## src/rtl/rv32i_if_stage_if.sv

```systemverilog
// Fetch-stage bus: pipeline control, instruction-memory port and IF/ID register outputs.
// The slave modport is the fetch stage itself; the master is the surrounding pipeline/memory.
interface rv32i_if_stage_if #(
    parameter int WIDTH = 32
);
    logic             i_stall;
    logic             i_redirect;
    logic [WIDTH-1:0] i_target;
    logic [WIDTH-1:0] i_inst;
    logic [WIDTH-1:0] o_inst_addr;
    logic [WIDTH-1:0] o_if_pc;
    logic [WIDTH-1:0] o_if_pc4;
    logic [WIDTH-1:0] o_if_inst;
    logic             o_if_valid;
    logic             o_misalign;

    modport master (
        output i_stall, i_redirect, i_target, i_inst,
        input  o_inst_addr, o_if_pc, o_if_pc4, o_if_inst, o_if_valid, o_misalign
    );

    modport slave (
        input  i_stall, i_redirect, i_target, i_inst,
        output o_inst_addr, o_if_pc, o_if_pc4, o_if_inst, o_if_valid, o_misalign
    );
endinterface

```

## src/rtl/rv32i_if_stage.sv

```systemverilog
// RV32I instruction-fetch stage: PC register plus IF/ID pipeline register with stall and redirect.
// Optional RV32I_IF_MISALIGN_CHK_EN adds a one-cycle misaligned-redirect flag.
module rv32i_if_stage #(
    parameter int               WIDTH    = 32,
    parameter logic [WIDTH-1:0] RESET_PC = '0,
    parameter logic [WIDTH-1:0] NOP_INST = WIDTH'(32'h0000_0013)
) (
    input  logic clk,
    input  logic rst,
    rv32i_if_stage_if.slave bus
);
    typedef enum logic {
        ST_RUN  = 1'b0,
        ST_HOLD = 1'b1
    } state_t;

    state_t           state_reg, state_next;
    logic [WIDTH-1:0] pc_reg, pc_next;
    logic [WIDTH-1:0] if_pc_reg, if_pc_next;
    logic [WIDTH-1:0] if_pc4_reg, if_pc4_next;
    logic [WIDTH-1:0] if_inst_reg, if_inst_next;
    logic             if_valid_reg, if_valid_next;
    logic [WIDTH-1:0] pc_plus4;
    logic [WIDTH-1:0] target_aligned;

    // Wraps naturally modulo 2^WIDTH.
    assign pc_plus4       = pc_reg + WIDTH'(4);
    assign target_aligned = bus.i_target & ~WIDTH'(3);

    always_ff @(posedge clk or posedge rst) begin
        if (rst) begin
            state_reg    <= ST_RUN;
            pc_reg       <= RESET_PC;
            if_pc_reg    <= '0;
            if_pc4_reg   <= '0;
            if_inst_reg  <= NOP_INST;
            if_valid_reg <= 1'b0;
        end else begin
            state_reg    <= state_next;
            pc_reg       <= pc_next;
            if_pc_reg    <= if_pc_next;
            if_pc4_reg   <= if_pc4_next;
            if_inst_reg  <= if_inst_next;
            if_valid_reg <= if_valid_next;
        end
    end

    always_comb begin
        state_next    = state_reg;
        pc_next       = pc_reg;
        if_pc_next    = if_pc_reg;
        if_pc4_next   = if_pc4_reg;
        if_inst_next  = if_inst_reg;
        if_valid_next = if_valid_reg;
        if (bus.i_redirect) begin
            // Redirect overrides any stall; the word fetched this cycle is squashed.
            state_next    = ST_RUN;
            pc_next       = target_aligned;
            if_pc_next    = pc_reg;
            if_pc4_next   = pc_plus4;
            if_inst_next  = NOP_INST;
            if_valid_next = 1'b0;
        end else if (bus.i_stall) begin
            state_next = ST_HOLD;
        end else begin
            state_next    = ST_RUN;
            pc_next       = pc_plus4;
            if_pc_next    = pc_reg;
            if_pc4_next   = pc_plus4;
            if_inst_next  = bus.i_inst;
            if_valid_next = 1'b1;
        end
    end

    assign bus.o_inst_addr = pc_reg;
    assign bus.o_if_pc     = if_pc_reg;
    assign bus.o_if_pc4    = if_pc4_reg;
    assign bus.o_if_inst   = if_inst_reg;
    assign bus.o_if_valid  = if_valid_reg;

`ifdef RV32I_IF_MISALIGN_CHK_EN
    logic misalign_reg, misalign_next;

    always_comb begin
        misalign_next = bus.i_redirect & (|bus.i_target[1:0]);
    end

    always_ff @(posedge clk or posedge rst) begin
        if (rst) begin
            misalign_reg <= 1'b0;
        end else begin
            misalign_reg <= misalign_next;
        end
    end

    assign bus.o_misalign = misalign_reg;
`else
    assign bus.o_misalign = 1'b0;
`endif

endmodule

```

## src/flat_wrapper.sv

```systemverilog
// flat-port wrapper written by rule: the top's interface ports become plain ports
module rv32i_if_stage_flat 
#(
    parameter int               WIDTH    = 32,
    parameter logic [WIDTH-1:0] RESET_PC = '0,
    parameter logic [WIDTH-1:0] NOP_INST = WIDTH'(32'h0000_0013)
)
  (clk, rst, bus_i_stall, bus_i_redirect, bus_i_target, bus_i_inst, bus_o_inst_addr, bus_o_if_pc, bus_o_if_pc4, bus_o_if_inst, bus_o_if_valid, bus_o_misalign);
  rv32i_if_stage_if #(.WIDTH(WIDTH)) bus_i ();
  input  logic clk;
  input  logic rst;
  input wire logic [$bits(bus_i.i_stall)-1:0] bus_i_stall;
  input wire logic [$bits(bus_i.i_redirect)-1:0] bus_i_redirect;
  input wire logic [$bits(bus_i.i_target)-1:0] bus_i_target;
  input wire logic [$bits(bus_i.i_inst)-1:0] bus_i_inst;
  output wire logic [$bits(bus_i.o_inst_addr)-1:0] bus_o_inst_addr;
  output wire logic [$bits(bus_i.o_if_pc)-1:0] bus_o_if_pc;
  output wire logic [$bits(bus_i.o_if_pc4)-1:0] bus_o_if_pc4;
  output wire logic [$bits(bus_i.o_if_inst)-1:0] bus_o_if_inst;
  output wire logic [$bits(bus_i.o_if_valid)-1:0] bus_o_if_valid;
  output wire logic [$bits(bus_i.o_misalign)-1:0] bus_o_misalign;
  assign bus_i.i_stall = bus_i_stall;
  assign bus_i.i_redirect = bus_i_redirect;
  assign bus_i.i_target = bus_i_target;
  assign bus_i.i_inst = bus_i_inst;
  assign bus_o_inst_addr = bus_i.o_inst_addr;
  assign bus_o_if_pc = bus_i.o_if_pc;
  assign bus_o_if_pc4 = bus_i.o_if_pc4;
  assign bus_o_if_inst = bus_i.o_if_inst;
  assign bus_o_if_valid = bus_i.o_if_valid;
  assign bus_o_misalign = bus_i.o_misalign;
  rv32i_if_stage #(.WIDTH(WIDTH), .RESET_PC(RESET_PC), .NOP_INST(NOP_INST)) u_core (.clk(clk), .rst(rst), .bus(bus_i));
endmodule
```

## config.mk

```make
export PLATFORM = sky130hd
export DESIGN_NAME = rv32i_if_stage_flat
export DESIGN_NICKNAME = d
export VERILOG_FILES = /design/src/rtl/rv32i_if_stage_if.sv /design/src/rtl/rv32i_if_stage.sv /design/src/flat_wrapper.sv
export SDC_FILE = /design/constraint.sdc
export NUM_CORES = 1
export LEC_CHECK = 0
export BUFFER_PORTS_ARGS = -buffer_cell sky130_fd_sc_hd__buf_2
export CAP_MARGIN = 20
export CORE_MARGIN = 4
export CORE_UTILIZATION = 50
export CTS_CLUSTER_DIAMETER = 60
export DETAILED_ROUTE_END_ITERATION = 10
export GPL_ROUTABILITY_DRIVEN = 0
export PLACE_DENSITY = 0.85
export SLEW_MARGIN = 20
export SYNTH_ARGS = -nofsm -noshare
export SYNTH_HDL_FRONTEND = slang
export SYNTH_SLANG_ARGS = --single-unit
export TNS_END_PERCENT = 50
```

## constraint.sdc

```tcl
create_clock -name clk -period 10 [get_ports clk]
set_input_delay 2 -clock clk [delete_from_list [all_inputs] [get_ports clk]]
set_output_delay 2 -clock clk [all_outputs]
set_load 0.1 [all_outputs]
```

==> impl_metrics.json, run 1 <==
{
  "hold_buffers": 0,
  "synth_cells": 624,
  "worstSetupStartpointType": "primary input",
  "tns_ps": 0,
  "period_share_pct": 39.8,
  "antenna_found_initial": 2,
  "worstPathArrival_ps": 4260,
  "synth_top_cell_by_area": "dfrtp_1",
  "cts-htree-levels": 4,
  "yosysUniqueCellTypes": 46,
  "ys_top_cells_by_area": "dfrtp_1 51%, nand2_1 8.4%, mux2i_1 5.7%",
  "powerDensity_nw_per_um2": 244,
  "drtPass1Iterations": 5,
  "area.growth.synth_to_final_pct": 26.3,
  "dieWidth_um": 116,
  "p_leak_nw": 3.55,
  "layout.cells.most_common": "buf_2",
  "irDropWorstVdd_uv": 141,
  "cts_root_buffer": "clkbuf_16",
  "n_antenna_cell": 0,
  "critPathSlowestCell": "clkinv_1",
  "required_ps": 10290,
  "cts_resized": 0,
  "rows": 39,
  "relSlewSlack_pct": 33.1,
  "fmax_mhz": 251,
  "fin_skew_ps": 6.92,
  "crit_path_max_fanout": 66,
  "insertion_delay_ps": 410,
  "place_area_um2": 6760,
  "synth_area_um2": 5840,
  "path_cells": "buf_2 > buf_4 > clkinv_1 > nand2_1 > a21oi_1 > a221o_1",
  "syn_area_per_cell_um2": 9.36,
  "drv_slew": 0,
  "first_global_vias": 4775,
  "vias": 5153,
  "synth.area.mux_share_pct": 5.85,
  "synth_ff_type": "dfrtp_1",
  "worst_hold_slack_ps": 456,
  "yosys.area_share.adder_pct": 0.214,
  "io_pins": 198,
  "clk_path_buf_depth": 2,
  "synth_compound_area_share_pct": 9.57,
  "cts_inserted_buffers": 17,
  "hold_violations": 0,
  "tightest_slew_ps": 997,
  "fp.dieH_um": 116,
  "synth_xor_xnor_area_share_pct": 4.05,
  "rsz0062_at_grt": "false",
  "synth_edf_count": 0,
  "routed_wl_mm": 16.0,
  "gr-total-overflow": 0,
  "status": "complete, no violations",
  "hold_path.class": "flop to flop",
  "drive_gt1_share_pct": 29.4,
  "setup_slack_ps": 6020,
  "grt_pass1_wl_mm": 25.0,
  "yosys.area.top_type_share_pct": 51.4,
  "gr-usage-all-layers_pct": 24.1,
  "port_buffers": 188,
  "nets": 850,
  "clk_pin_slew_ps": 50,
  "drt_iter0_markers": 394,
  "drv_cap": 0,
  "drcViolationCount": 0,
  "dp_slack_ps": 5910,
  "cts_tree": "done",
  "setup_viol": 0,
  "fp.coreArea_um2": 11400,
  "cpPeakStageDelay_ps": 990,
  "vias_per_cell": 5.51,
  "place_hpwl_mm": 11.0,
  "yosys.area_share.simple_pct": 22.5,
  "cts.sinks": 123,
  "yosysWarnings": 0,
  "fin_crit_ps": 3980,
  "ys_ff_latch": 123,
  "final_cell_mix": "188 x buf_2, 131 x nand2_1, 120 x dfrtp_1, 63 x nor2_1, 37 x o21ai_0",
  "avgRoutedWirePerCell_um": 17.0,
  "worstSetupEndpointType": "flop",
  "cts_setup_buffers": 0,
  "start_util_pct": 51.2,
  "synth_top_family_by_area": "simple AND/OR/NAND/NOR gates",
  "crit_type": "primary input to flop",
  "ant_nets": 0,
  "final_area_um2": 7380,
  "grt_max_degree": 71,
  "ys_seq_area_share_pct": 52.7,
  "synthArstFlopShare_pct": 100,
  "die_area_um2": 13500
}
## critical path: cells and delay by family
family | cells | cell delay [ps]
buffers and inverters | 3 | 1580
and+or+nand+nor | 1 | 280
AOI/OAI and AO/OA | 2 | 350
## cell type report
cell class | count | area (um2)
fillers | 986 | 4040
flip-flops and latches | 123 | 3080
multi-input cells | 440 | 2500
repair buffers | 193 | 978
clock buffers | 23 | 478
well taps | 143 | 179
clock inverters | 8 | 140
inverters | 6 | 25.0
## flip-flops by register name, indices dropped and copies added (netlist names)
register                cells
u_core.bus.o_if_inst       32
u_core.bus.o_if_pc4        30
u_core.bus.o_if_pc         30
u_core.bus.o_inst_addr     30
u_core.bus.o_if_valid       1
## metal layers
metal,GRT usage [%],wire length [um],up-vias
met5,0,34,-
met4,10.1,377,4
met3,9.07,1490,35
met2,35.6,7320,219
met1,32.2,6730,2432
li1,-,-,2463
## path summary, 6_finish.rpt
path / startpoint / endpoint / slack [ps] / depth (start not counted)
max: bus_i_redirect / u_core.bus.o_inst_addr[20] / 6020 / 6
max reg2reg: u_core.bus.o_inst_addr[4] / u_core.bus.o_if_pc4[31] / 7330 / 4
min reg2reg: u_core.bus.o_if_pc[29] / u_core.bus.o_if_pc[29] / 460 / 2
min: u_core.bus.o_if_pc[29] / u_core.bus.o_if_pc[29] / 460 / 2
min in group asynchronous: rst / u_core.bus.o_if_pc[4] / 1690 / 2
max in group asynchronous: rst / u_core.bus.o_if_pc[15] / 6970 / 3
## report_power, final
| part | internal (W) | switching (W) |
|---|---|---|
| Combinational | 0.0000833 | 0.000474 |
| Sequential | 0.000548 | 0.0000509 |
| Clock | 0.000434 | 0.000208 |
## per-stage QoR
stage / cells / util, % / total power [W]
floorplan: 630 / - / 0.00107
global placement: 905 / 59.2 / 0.00116
detailed placement: 905 / 59.2 / 0.00117
CTS: 936 / 64.6 / 0.00181
global route: 936 / 64.6 / 0.00186
finish: 936 / 64.6 / 0.00180
## cell usage after synthesis (2+ instances only)
cell        n
nor2_1     64
o41ai_1     2
nand2_1   131
nand4_1    13
o31ai_1    16
or3_1      11
clkbuf_1   43
xnor2_1    23
o211ai_1    3
buf_2       8
buf_4       7
and3_1      3
nand3_1     8
mux2i_1    33
nor3_1      6
a21oi_1     2
dfstp_2     3
a31oi_1    26
nor4_1      9
or4_1      16
inv_1       6
o21a_1      2
and2_1      2
xor2_1      4
o21ai_0    37
buf_1       2
dfrtp_1   120
and4_1      3
nand3b_1    4
## cell families (layout without fill, tap and decap cells)
| kind of cell | after synthesis | after routing |
|---|---|---|
| AOI/OAI and AO/OA | 91 | 91 |
| xor gates and xnor gates | 27 | 27 |
| adders and majority gates | 1 | 1 |
| buffers and inverters | 67 | 230 |
| DFF | 123 | 123 |
| muxes | 34 | 34 |
| other | 1 | 7 |
| and+or+nand+nor | 280 | 280 |
Power figures use the tool's default switching activity.
==> inputs of run 2 (changes only) <==
clock period = 3.8 ns   (was 10 ns; I/O delays follow)
==> run 2 against run 1 <==
Net effect:
- global-route usage hardly changed
- register-to-register slack worse by 6200 ps
- sequential share of layout area is 0.20 points lower
- clock-buffer cell count is 5 lower
- die area stayed put
- final cell count is 0.43% higher
- via count is 0.68% higher
- clock power grew to 2.6 times the previous value
==> impl_metrics.json, run 2 (same netlist as run 1, synthesis figures left out) <==
{
  "cts-htree-levels": 4,
  "combPwrFrac_pct": 31.3,
  "port_buffers": 188,
  "drive_gt1_share_pct": 30.1,
  "status": "complete, no violations",
  "gr-usage-all-layers_pct": 24.1,
  "worstSetupStartpoint": "u_core.bus.o_inst_addr[4]",
  "insertion_delay_ps": 410,
  "hold_violations": 0,
  "die_area_um2": 13500,
  "crit_path_max_fanout": 31,
  "irDropWorstVdd_uv": 408,
  "io_pins": 198,
  "fin_crit_ps": 2660,
  "clkPwrFrac_pct": 35.3,
  "cts_resized": 0,
  "p_int_w": 0.00271,
  "seq_area_um2": 3080,
  "first_global_vias": 4849,
  "clk_pin_slew_ps": 60,
  "setup_viol": 0,
  "cts_setup_buffers": 0,
  "cts_tree": "done",
  "finalNonFillerCells": 940,
  "routed_wl_mm": 16.1,
  "clk_path_buf_depth": 2,
  "gr-total-overflow": 0,
  "grt_max_degree": 72,
  "antenna_found_initial": 1,
  "drv_slew": 0,
  "swShare_pct": 42.4,
  "required_ps": 4130,
  "grt_pass1_wl_mm": 25.2,
  "tightest_slew_ps": 908,
  "cts.sinks": 123,
  "hold_buffers": 0,
  "crit_type": "flop to flop",
  "rows": 39,
  "powerDensity_nw_per_um2": 635,
  "power.switching_w": 0.00200,
  "avgRoutedWirePerCell_um": 17.2,
  "multi_input_area_um2": 2500,
  "dp_cells": 907,
  "drv_cap": 0,
  "rsz0062_at_grt": "false",
  "tns_ps": 0,
  "worst_hold_slack_ps": 459,
  "period_share_pct": 70.1,
  "nets": 853,
  "cts_inserted_buffers": 17,
  "pwr-share-seq_pct": 33.4,
  "worstSetupStartpointType": "flop",
  "n_antenna_cell": 0,
  "relSlewSlack_pct": 39.4,
  "fmax_mhz": 376,
  "place_hpwl_mm": 11.3,
  "fin_skew_ps": 7.16,
  "hold_path.class": "flop to flop",
  "worstSetupEndpointType": "flop",
  "vias_per_cell": 5.52,
  "layout.cells.most_common": "buf_2",
  "final_cell_mix": "188 x buf_2, 131 x nand2_1, 120 x dfrtp_1, 63 x nor2_1, 37 x o21ai_0",
  "reg2reg_from": "u_core.bus.o_inst_addr[4]",
  "largest_reg_flops": 32,
  "drcViolationCount": 0,
  "vias": 5188,
  "fp.coreArea_um2": 11400,
  "drt_iter0_markers": 372,
  "start_util_pct": 51.2,
  "drtPass1Iterations": 5,
  "p_leak_nw": 3.56,
  "ant_nets": 0,
  "area.growth.synth_to_final_pct": 26.9,
  "dieWidth_um": 116,
  "nFillCells": 942,
  "cts_root_buffer": "clkbuf_16",
  "worstPathArrival_ps": 3000,
  "hold_start": "u_core.bus.o_if_pc[21]",
  "fp.dieH_um": 116
}
[run 2: worst paths after layout]
path                       cells past startpoint                         end  slack (ps)
setup / recovery                               4     u_core.bus.o_if_pc4[31]        1140
setup reg to reg                               4     u_core.bus.o_if_pc4[31]        1140
max in group asynchronous                      3   u_core.bus.o_inst_addr[7]        2550
min in group asynchronous                      3  u_core.bus.o_inst_addr[17]         540
hold reg to reg                                2      u_core.bus.o_if_pc[21]         460
hold / removal                                 2      u_core.bus.o_if_pc[21]         460
[run 2: cell type report]
type	count	share of cell area (%)
sequential	123	41.5
multi-input combinational	440	33.7
timing repair buffer	196	13.8
clock buffer	18	5.92
tap	143	2.41
clock inverter	14	2.31
inverter	6	0.354
[run 2: power by group through the flow]
stage	sequential (W)	clock, W	combinational, W
floorplan	0.00249	0	0.000310
global placement	0.00159	0	0.00146
global route	0.00159	0.00175	0.00154
CTS	0.00157	0.00167	0.00148
detailed placement	0.00159	0	0.00148
finish	0.00157	0.00166	0.00147
[run 2: worst max-delay path, stage by stage (launching register included)]
cell	delay, ps
dfrtp_1	480
nand4_1	480
or4_4	870
or4_1	560
a31oi_1	170
[run 2: layer usage]
| layer | GRT usage [%] | part of all wire [%] |
|---|---|---|
| met1 | 32.9 | 43 |
| met2 | 36.5 | 46 |
| met3 | 8.34 | 9.4 |
| met4 | 7.81 | 1.7 |
| met5 | 0 | 0.081 |
[run 2: stage by stage]
step | power (W) | area (um2) | utilization, % | worst slack (ps)
2_1_floorplan | 0.00280 | 5870 | - | 1020
3_3_place_gp | 0.00305 | 6790 | 59.5 | 1230
3_5_place_dp | 0.00307 | 6790 | 59.5 | 1180
4_1_cts | 0.00473 | 7400 | 64.8 | 1160
5_1_grt | 0.00488 | 7420 | 65.0 | 1050
6_report | 0.00471 | 7420 | 65.0 | 1140
